## src/rtl/rectify_coord_split.sv

```systemverilog
// rectify_coord_split: splits fixed-point remap coordinates into an integer
// neighbour address and a truncated fraction for the bilinear interpolator.
// Tracks raster position (sof/eol/eof), flags out-of-image neighbourhoods,
// and sequences each frame through IDLE/RUN/DONE.
// Optional build macro RECTIFY_COORD_CLAMP_EN: out-of-range axes saturate to
// the last valid neighbourhood (int = size-2, fraction all-ones) instead of
// having their fractions zeroed.
module rectify_coord_split #(
  parameter int IMG_W   = 640,
  parameter int IMG_H   = 480,
  parameter int INT_W   = 10,
  parameter int FRAC_W  = 8,
  parameter int D_width = 6
) (
  input  logic                      clk,
  input  logic                      rst,
  input  logic                      clk_en,
  input  logic                      start,
  input  logic                      map_valid,
  input  logic [INT_W+FRAC_W-1:0]   map_x,
  input  logic [INT_W+FRAC_W-1:0]   map_y,
  output logic                      out_valid,
  output logic [INT_W-1:0]          x_int,
  output logic [INT_W-1:0]          y_int,
  output logic [D_width-1:0]        dx,
  output logic [D_width-1:0]        dy,
  output logic                      oob,
  output logic                      sof,
  output logic                      eol,
  output logic                      eof,
  output logic                      busy,
  output logic                      frame_done,
  output logic                      drop_err
);

  localparam int CW     = INT_W + FRAC_W;
  localparam int STAGES = 1;

  localparam logic [1:0] S_IDLE = 2'd0;
  localparam logic [1:0] S_RUN  = 2'd1;
  localparam logic [1:0] S_DONE = 2'd2;

  localparam logic [INT_W-1:0] COL_LAST = INT_W'(IMG_W - 1);
  localparam logic [INT_W-1:0] ROW_LAST = INT_W'(IMG_H - 1);
  localparam logic [INT_W-1:0] X_MAX    = INT_W'(IMG_W - 2);
  localparam logic [INT_W-1:0] Y_MAX    = INT_W'(IMG_H - 2);

  logic [1:0]        state;
  logic [INT_W-1:0]  col, row;
  logic              fd_q;
  logic              accept;

  // vld_pipe[0] = stage 1 holds a sample, vld_pipe[STAGES] = outputs valid
  logic [STAGES:0]   vld_pipe;

  logic [INT_W-1:0]   s1_x, s1_y;
  logic [D_width-1:0] s1_dx, s1_dy;
  logic               s1_sof, s1_eol, s1_eof;
  logic               s1_ox, s1_oy;

  // fraction bits below D_width are intentionally discarded (truncation)
  logic [CW-1:0]      unused_map;
  assign unused_map = map_x ^ map_y;

  assign accept     = (state == S_RUN) && map_valid;
  assign busy       = (state == S_RUN);
  assign out_valid  = vld_pipe[STAGES];
  // registered pulse, but never presented while the pipeline is stalled
  assign frame_done = fd_q && clk_en;

  assign s1_ox = (s1_x > X_MAX);
  assign s1_oy = (s1_y > Y_MAX);

  // frame sequencer: raster counters, drop detection, end-of-frame pulse
  always_ff @(posedge clk) begin
    if (rst) begin
      state    <= S_IDLE;
      col      <= '0;
      row      <= '0;
      drop_err <= 1'b0;
      fd_q     <= 1'b0;
    end else if (clk_en) begin
      fd_q <= 1'b0;
      case (state)
        S_IDLE: begin
          if (map_valid) drop_err <= 1'b1;
          if (start) begin
            state <= S_RUN;
            col   <= '0;
            row   <= '0;
          end
        end
        S_RUN: begin
          if (map_valid) begin
            if (col == COL_LAST) begin
              col <= '0;
              if (row == ROW_LAST) state <= S_DONE;
              else                 row   <= row + 1'b1;
            end else begin
              col <= col + 1'b1;
            end
          end
        end
        S_DONE: begin
          if (map_valid) drop_err <= 1'b1;
          // eof is on the outputs this cycle, so the frame has fully drained
          if (vld_pipe[STAGES] && eof) begin
            fd_q  <= 1'b1;
            state <= S_IDLE;
          end
        end
        default: state <= S_IDLE;
      endcase
    end
  end

  // stage 1: split the coordinate and tag raster position
  always_ff @(posedge clk) begin
    if (rst) begin
      vld_pipe <= '0;
      s1_x     <= '0;
      s1_y     <= '0;
      s1_dx    <= '0;
      s1_dy    <= '0;
      s1_sof   <= 1'b0;
      s1_eol   <= 1'b0;
      s1_eof   <= 1'b0;
    end else if (clk_en) begin
      vld_pipe <= {vld_pipe[STAGES-1:0], accept};
      s1_sof   <= accept && (col == '0) && (row == '0);
      s1_eol   <= accept && (col == COL_LAST);
      s1_eof   <= accept && (col == COL_LAST) && (row == ROW_LAST);
      if (accept) begin
        s1_x  <= map_x[CW-1:FRAC_W];
        s1_y  <= map_y[CW-1:FRAC_W];
        s1_dx <= map_x[FRAC_W-1 -: D_width];
        s1_dy <= map_y[FRAC_W-1 -: D_width];
      end
    end
  end

  // stage 2: bounds handling and output registers
  always_ff @(posedge clk) begin
    if (rst) begin
      x_int <= '0;
      y_int <= '0;
      dx    <= '0;
      dy    <= '0;
      oob   <= 1'b0;
      sof   <= 1'b0;
      eol   <= 1'b0;
      eof   <= 1'b0;
    end else if (clk_en) begin
      sof <= s1_sof;
      eol <= s1_eol;
      eof <= s1_eof;
      if (vld_pipe[0]) begin
        oob <= s1_ox || s1_oy;
`ifdef RECTIFY_COORD_CLAMP_EN
        x_int <= s1_ox ? X_MAX : s1_x;
        y_int <= s1_oy ? Y_MAX : s1_y;
        dx    <= s1_ox ? {D_width{1'b1}} : s1_dx;
        dy    <= s1_oy ? {D_width{1'b1}} : s1_dy;
`else
        x_int <= s1_x;
        y_int <= s1_y;
        dx    <= (s1_ox || s1_oy) ? '0 : s1_dx;
        dy    <= (s1_ox || s1_oy) ? '0 : s1_dy;
`endif
      end
    end
  end

endmodule

```

## config.mk

```make
export PLATFORM = sky130hd
export DESIGN_NAME = rectify_coord_split
export DESIGN_NICKNAME = d
export VERILOG_FILES = /design/src/rtl/rectify_coord_split.sv
export SDC_FILE = /design/constraint.sdc
export NUM_CORES = 1
export LEC_CHECK = 0
export BUFFER_PORTS_ARGS = -buffer_cell sky130_fd_sc_hd__buf_4
export CAP_MARGIN = 10
export CORE_MARGIN = 2
export CORE_UTILIZATION = 30
export DETAILED_ROUTE_END_ITERATION = 7
export PLACE_DENSITY = 0.56
export REMOVE_ABC_BUFFERS = 1
export SLEW_MARGIN = 5
export SYNTH_ARGS = -nofsm -noshare
export SYNTH_HDL_FRONTEND = slang
export SYNTH_SLANG_ARGS = --single-unit
```

## constraint.sdc

```tcl
create_clock -name clk -period 2 [get_ports clk]
set_clock_uncertainty 0.1 [all_clocks]
set_input_delay 0.6 -clock clk [delete_from_list [all_inputs] [get_ports clk]]
set_output_delay 0.6 -clock clk [all_outputs]
set_load 0.1 [all_outputs]
```

---- After elaboration in Yosys (flattened, before gate mapping) ----
Index checks and enable logic that the tools add are counted.
operators by class
  add/sub/neg operators ................... 2
  $lt $le $gt $ge ......................... 2
  equality and inequality tests ........... 10
  multiplexer cells ....................... 18
  reductions and logical operators ........ 19
operators with widths
  operator                 count
  $mux W10                 6
  $pmux W10 S2             2
  $add A10 B1 Y10 const B  2
  $logic_not A10 Y1        2
  $mux W6                  2
  $reduce_and A6 Y1        2
  $eq A10 B10 Y1 const B   1
  $eq A10 B9 Y1 const B    1
  $gt A10 B10 Y1 const B   1
  $gt A10 B9 Y1 const B    1
  $mux W2                  5
  $ne A2 B2 Y1 const B     4
  $logic_and A1 B1 Y1      7
  $pmux W2 S3              1
  $ne A2 B1 Y1 const B     2
  $reduce_and A2 Y1        2
  $reduce_and A4 Y1        1
  $reduce_and A3 Y1        1
  $eq A2 B1 Y1 const B     1
  $eq A2 B2 Y1 const B     1
  $logic_not A2 Y1         1
  $mux W1                  2
  $reduce_bool A2 Y1       1
  $reduce_or A2 Y1         1
  $logic_or A1 B1 Y1       1
word-level totals
  flip-flop bits (word level) ............. 97
  input bits .............................. 41
  output and inout bits ................... 40
  word-level logic and storage cells ...... 72

---- Longest topological paths before layout ----
  depth after elaboration ................. 5
  gate-level depth with buffers ........... 7
  mapped depth without buffers ............ 6

---- Worst setup path after synthesis ----
No wires, ideal clock.
  kind .................................... input to output
  start point ............................. in clk_en
  end point ............................... out frame_done
  arrival ................................. 1.551 ns
  required time ........................... 1.300 ns
  path slack .............................. -0.251 ns
  stages .................................. 2
  path buffers ............................ 1
  cell sequence ........................... buf_2 > and2_1
between the ends
  word-level cells in the longest chain between the ends .. 1
RTL lines
  what                 line  RTL
  from (decl)          17    input logic clk_en,
  $logic_and A1 B1 Y1  69    assign frame_done = fd_q && clk_en;
  to (decl)            32    output logic frame_done,
Every way passes these cells.

---- Worst setup path in the final report ----
  start point ............................. reg state[1]
  end point ............................... out busy
between the ends
  word-level cells in the longest chain between the ends .. 1
RTL lines
  what                    line  RTL
  from (decl)             48    logic [1:0] state;
  from (signal assigned)  77    state <= S_IDLE;
  from (signal assigned)  88    state <= S_RUN;
  from (signal assigned)  97    if (row == ROW_LAST) state <= S_DONE;
  $eq A2 B1 Y1            66    assign busy = (state == S_RUN);
  to (decl)               31    output logic busy,
Every way passes these cells.

==> impl_metrics.toml <==
[outcome]
run_status = "complete, no violations"

[global_routing]
grt_pass1_vias = 3623
grt_pass1_wl_um = 17800
grt_usage_pct = 15.35
grt_max_degree = 54
antenna_found_initial = 0
grt_overflow = 0

[floorplanning]
ios = 81
die_h_um = 120.6
die_w_um = 120.6
start_util_pct = 30.77
core_area_um2 = 13240
fp-row-count = 42
die_area_um2 = 14530

[final_layout]
area_delta_synth_final_pct = 28.49
n_antenna_cell = 0
multiInputGateArea_um2 = 1898
drive_gt1_share_pct = 22.32
fillers = 1413
ff_latch_area_um2 = 1943
final_nets = 619

[pwr]
power.density_nw_per_um2 = 766.2
p_leak_nw = 1.916
power.total_w = 0.004012
intPower_w = 0.003079
comb_power_share_pct = 7.6
worst_ir_drop_vdd_v = 0.0004152
p_clk_share_pct = 43.1
net-switching-power_w = 0.0009330
swShare_pct = 23.26
seqPwrFrac_pct = 49.3

[placed_design]
gp_congestion = 0.8216
portBuffers = 76
post-dp-hpwl_um = 7297
pre_cts_ws_ns = -0.01273

[routing]
vias = 3722
postRouteAntennaNets = 0
drt-total-wl_um = 10690
drtIter0Drc = 289
vias_per_cell = 4.936
wl_per_cell_um = 14.18
drc_errors = 0
dr.pass1.iters = 4

[sta]
fin_crit_ns = 1.901
slew_violations = 0
setup_violations = 0
rsz0062_at_grt = "no"
fmax_mhz = 526.0
worst_pin_slew_ns = 0.5960
setup_ws_ns = 0.09885
tns_ns = 0
hold_viol_final = 0
fin_crit_sh_pct = 95.06
relSlewSlack_pct = 60.27

[worst_setup_path]
worstSetupEndpointType = "output pin"
critPathLaunch = "state[1]"
cp.arrival_ns = 1.20
ff2ff_path_depth = 6
cp-start-kind = "flop"
regToRegEndpoint = "row[1]"
required_ns = 1.30
crit_type = "reg2out"
regToRegSetupSlack_ns = 0.12
crit_fanout = 7
r2r_start = "row[0]"

[cts]
cts_sinks = 97
cts_max_path_buffers = 2
postCtsHoldBufs = 0
ctsHtreeMaxLevel = 3
cts_buffers = 9
clk-insertion-delay-late_ns = 0.34
postCtsSetupBuffers = 0
cts_tree = "done"
clk_pin_slew_ns = 0.06
cts_root_buffer = "clkbuf_16"

[synth]
synth_edf_count = 0
syn_avg_cell_area_um2 = 8.233
syn_inst = 495
synth.distinct_cells = 50
synth_area_um2 = 4075
synth_flop_cell = "dfxtp_1"
async_flop_share_pct = 0
yosys_register_bits = 97
yosysSeqAreaShare_pct = 47.65
ys_warn_count = 0

[hold_path]
min_from = "x_int[6]"
hold_depth = 2
hold_class = "reg2reg"
min_to = "x_int[6]"

[job]
drv_cap = 0
[what timing repair did]
| item | in CTS | in global routing |
|---|---|---|
| setup endpoints to repair | 1 | 1 |
| pin swaps | 0 | 0 |
| endpoints found under the hold margin | 0 | 0 |
| resized for setup | 3 | 2 |
[layout by cell type (no fill, tap or decap), types with 3 or more instances in the layout]
| cell | count |
|---|---|
| nand2_1 | 118 |
| nor4_1 | 5 |
| clkbuf_16 | 9 |
| dfxtp_1 | 96 |
| or4_1 | 3 |
| o21ai_0 | 8 |
| a31oi_1 | 6 |
| ha_1 | 4 |
| and4_1 | 4 |
| nand3_1 | 22 |
| o41ai_1 | 12 |
| buf_12 | 3 |
| nand4_1 | 10 |
| nand3_4 | 3 |
| or3_1 | 3 |
| a21oi_1 | 66 |
| and3_1 | 5 |
| o31ai_1 | 7 |
| inv_1 | 22 |
| a32oi_1 | 4 |
| xor2_1 | 3 |
| nand2b_1 | 5 |
| nor2_1 | 21 |
| and2_1 | 3 |
| buf_4 | 97 |
| mux2i_1 | 4 |
[through the flow]
stage / std cells / hold slack (ns) / util [%] / instance area, µm²
finish: 754 / 0.3555 / 39.54 / 5236
global route: 754 / 0.3677 / 39.54 / 5236
CTS: 754 / 0.3579 / 39.50 / 5231
detailed placement: 739 / 0.3487 / 37.20 / 4926
global placement: 739 / 0.3430 / 37.20 / 4926
floorplan: 463 / 0.3300 / - / 3930
[kinds of logic after synthesis]
logic type / Yosys count / share of synthesized area (%)
XOR/XNOR: 4 / 0.8598
AND/OR/NAND/NOR: 215 / 25.73
adder cells (fa/ha/maj): 4 / 1.228
multiplexers: 5 / 1.351
buffers and inverters: 56 / 5.772
AO/OA/AOI/OAI: 114 / 17.41
flip-flops: 97 / 47.65
[how the worst max path moves through the flow]
stage                          end  slack [ns]  cells past startpoint
after detailed placement    s1_sof       -0.01                      5
final                         busy         0.1                      3
after CTS                     busy       0.007                      3
after global routing        row[0]        0.01                      6
after floorplan           state[1]       -0.19                      3
after global placement      s1_sof        0.06                      5
[Yosys cell counts, drive strengths merged (2+ instances only)]
library cell / n / share of area, %
nor3: 2 / 0.25
inv: 23 / 2.1
o31ai: 7 / 1.3
nand2: 118 / 11
a41oi: 2 / 0.43
nand4: 10 / 1.5
buf: 12 / 1.7
nor3b: 2 / 0.49
a32oi: 4 / 0.86
and4b: 2 / 0.49
a31oi: 6 / 0.92
o41ai: 12 / 2.6
nor4: 5 / 0.77
nand2b: 5 / 0.77
o31a: 2 / 0.43
nand3: 25 / 4.0
mux2i: 4 / 0.98
xor2: 3 / 0.64
and3: 6 / 1.0
ha: 4 / 1.2
a21oi: 67 / 8.3
or4: 4 / 0.83
or3: 3 / 0.46
and2: 3 / 0.46
o221a: 2 / 0.55
o21ai: 10 / 1.3
dfxtp: 97 / 48
clkbuf: 20 / 1.8
nor2: 21 / 1.9
and4: 4 / 0.86
[layout make-up]
class / instances / share of cell area, %
clock buffer: 11 / 4.636
clock inverter: 4 / 1.027
inverter: 24 / 1.720
multi-input combinational: 342 / 36.25
sequential: 97 / 37.11
tap: 176 / 4.205
timing repair buffer: 100 / 15.05
[flip-flops by register name, indices dropped and copies added (netlist names), 2 cells and up]
signal / flops
x_int: 10
vld_pipe: 2
s1_y: 10
s1_x: 10
s1_dy: 6
dx: 6
s1_dx: 6
state: 2
y_int: 10
col: 10
row: 10
dy: 6
[critical path, stage by stage (launching register included)]
cell and delay (ns):
dfxtp_1 0.36, nand2b_1 0.19, inv_2 0.13, buf_12 0.18
[power by group through the flow]
stage	Sequential [W]	Combinational [W]	Clock, W
6_report	0.00198	0.000306	0.00173
3_3_place_gp	0.00202	0.000297	0
2_1_floorplan	0.00204	0.000111	0
5_1_grt	0.00198	0.000333	0.00185
4_1_cts	0.00198	0.000305	0.00178
3_5_place_dp	0.00202	0.000300	0
[layer usage]
metal  part of all wire, %  track usage [%]
met3                   4.2            3.302
met2                    47            24.79
met4                   1.2            4.869
met1                    47            20.48
met5                     0                0
(Power assumes the default switching activity.)
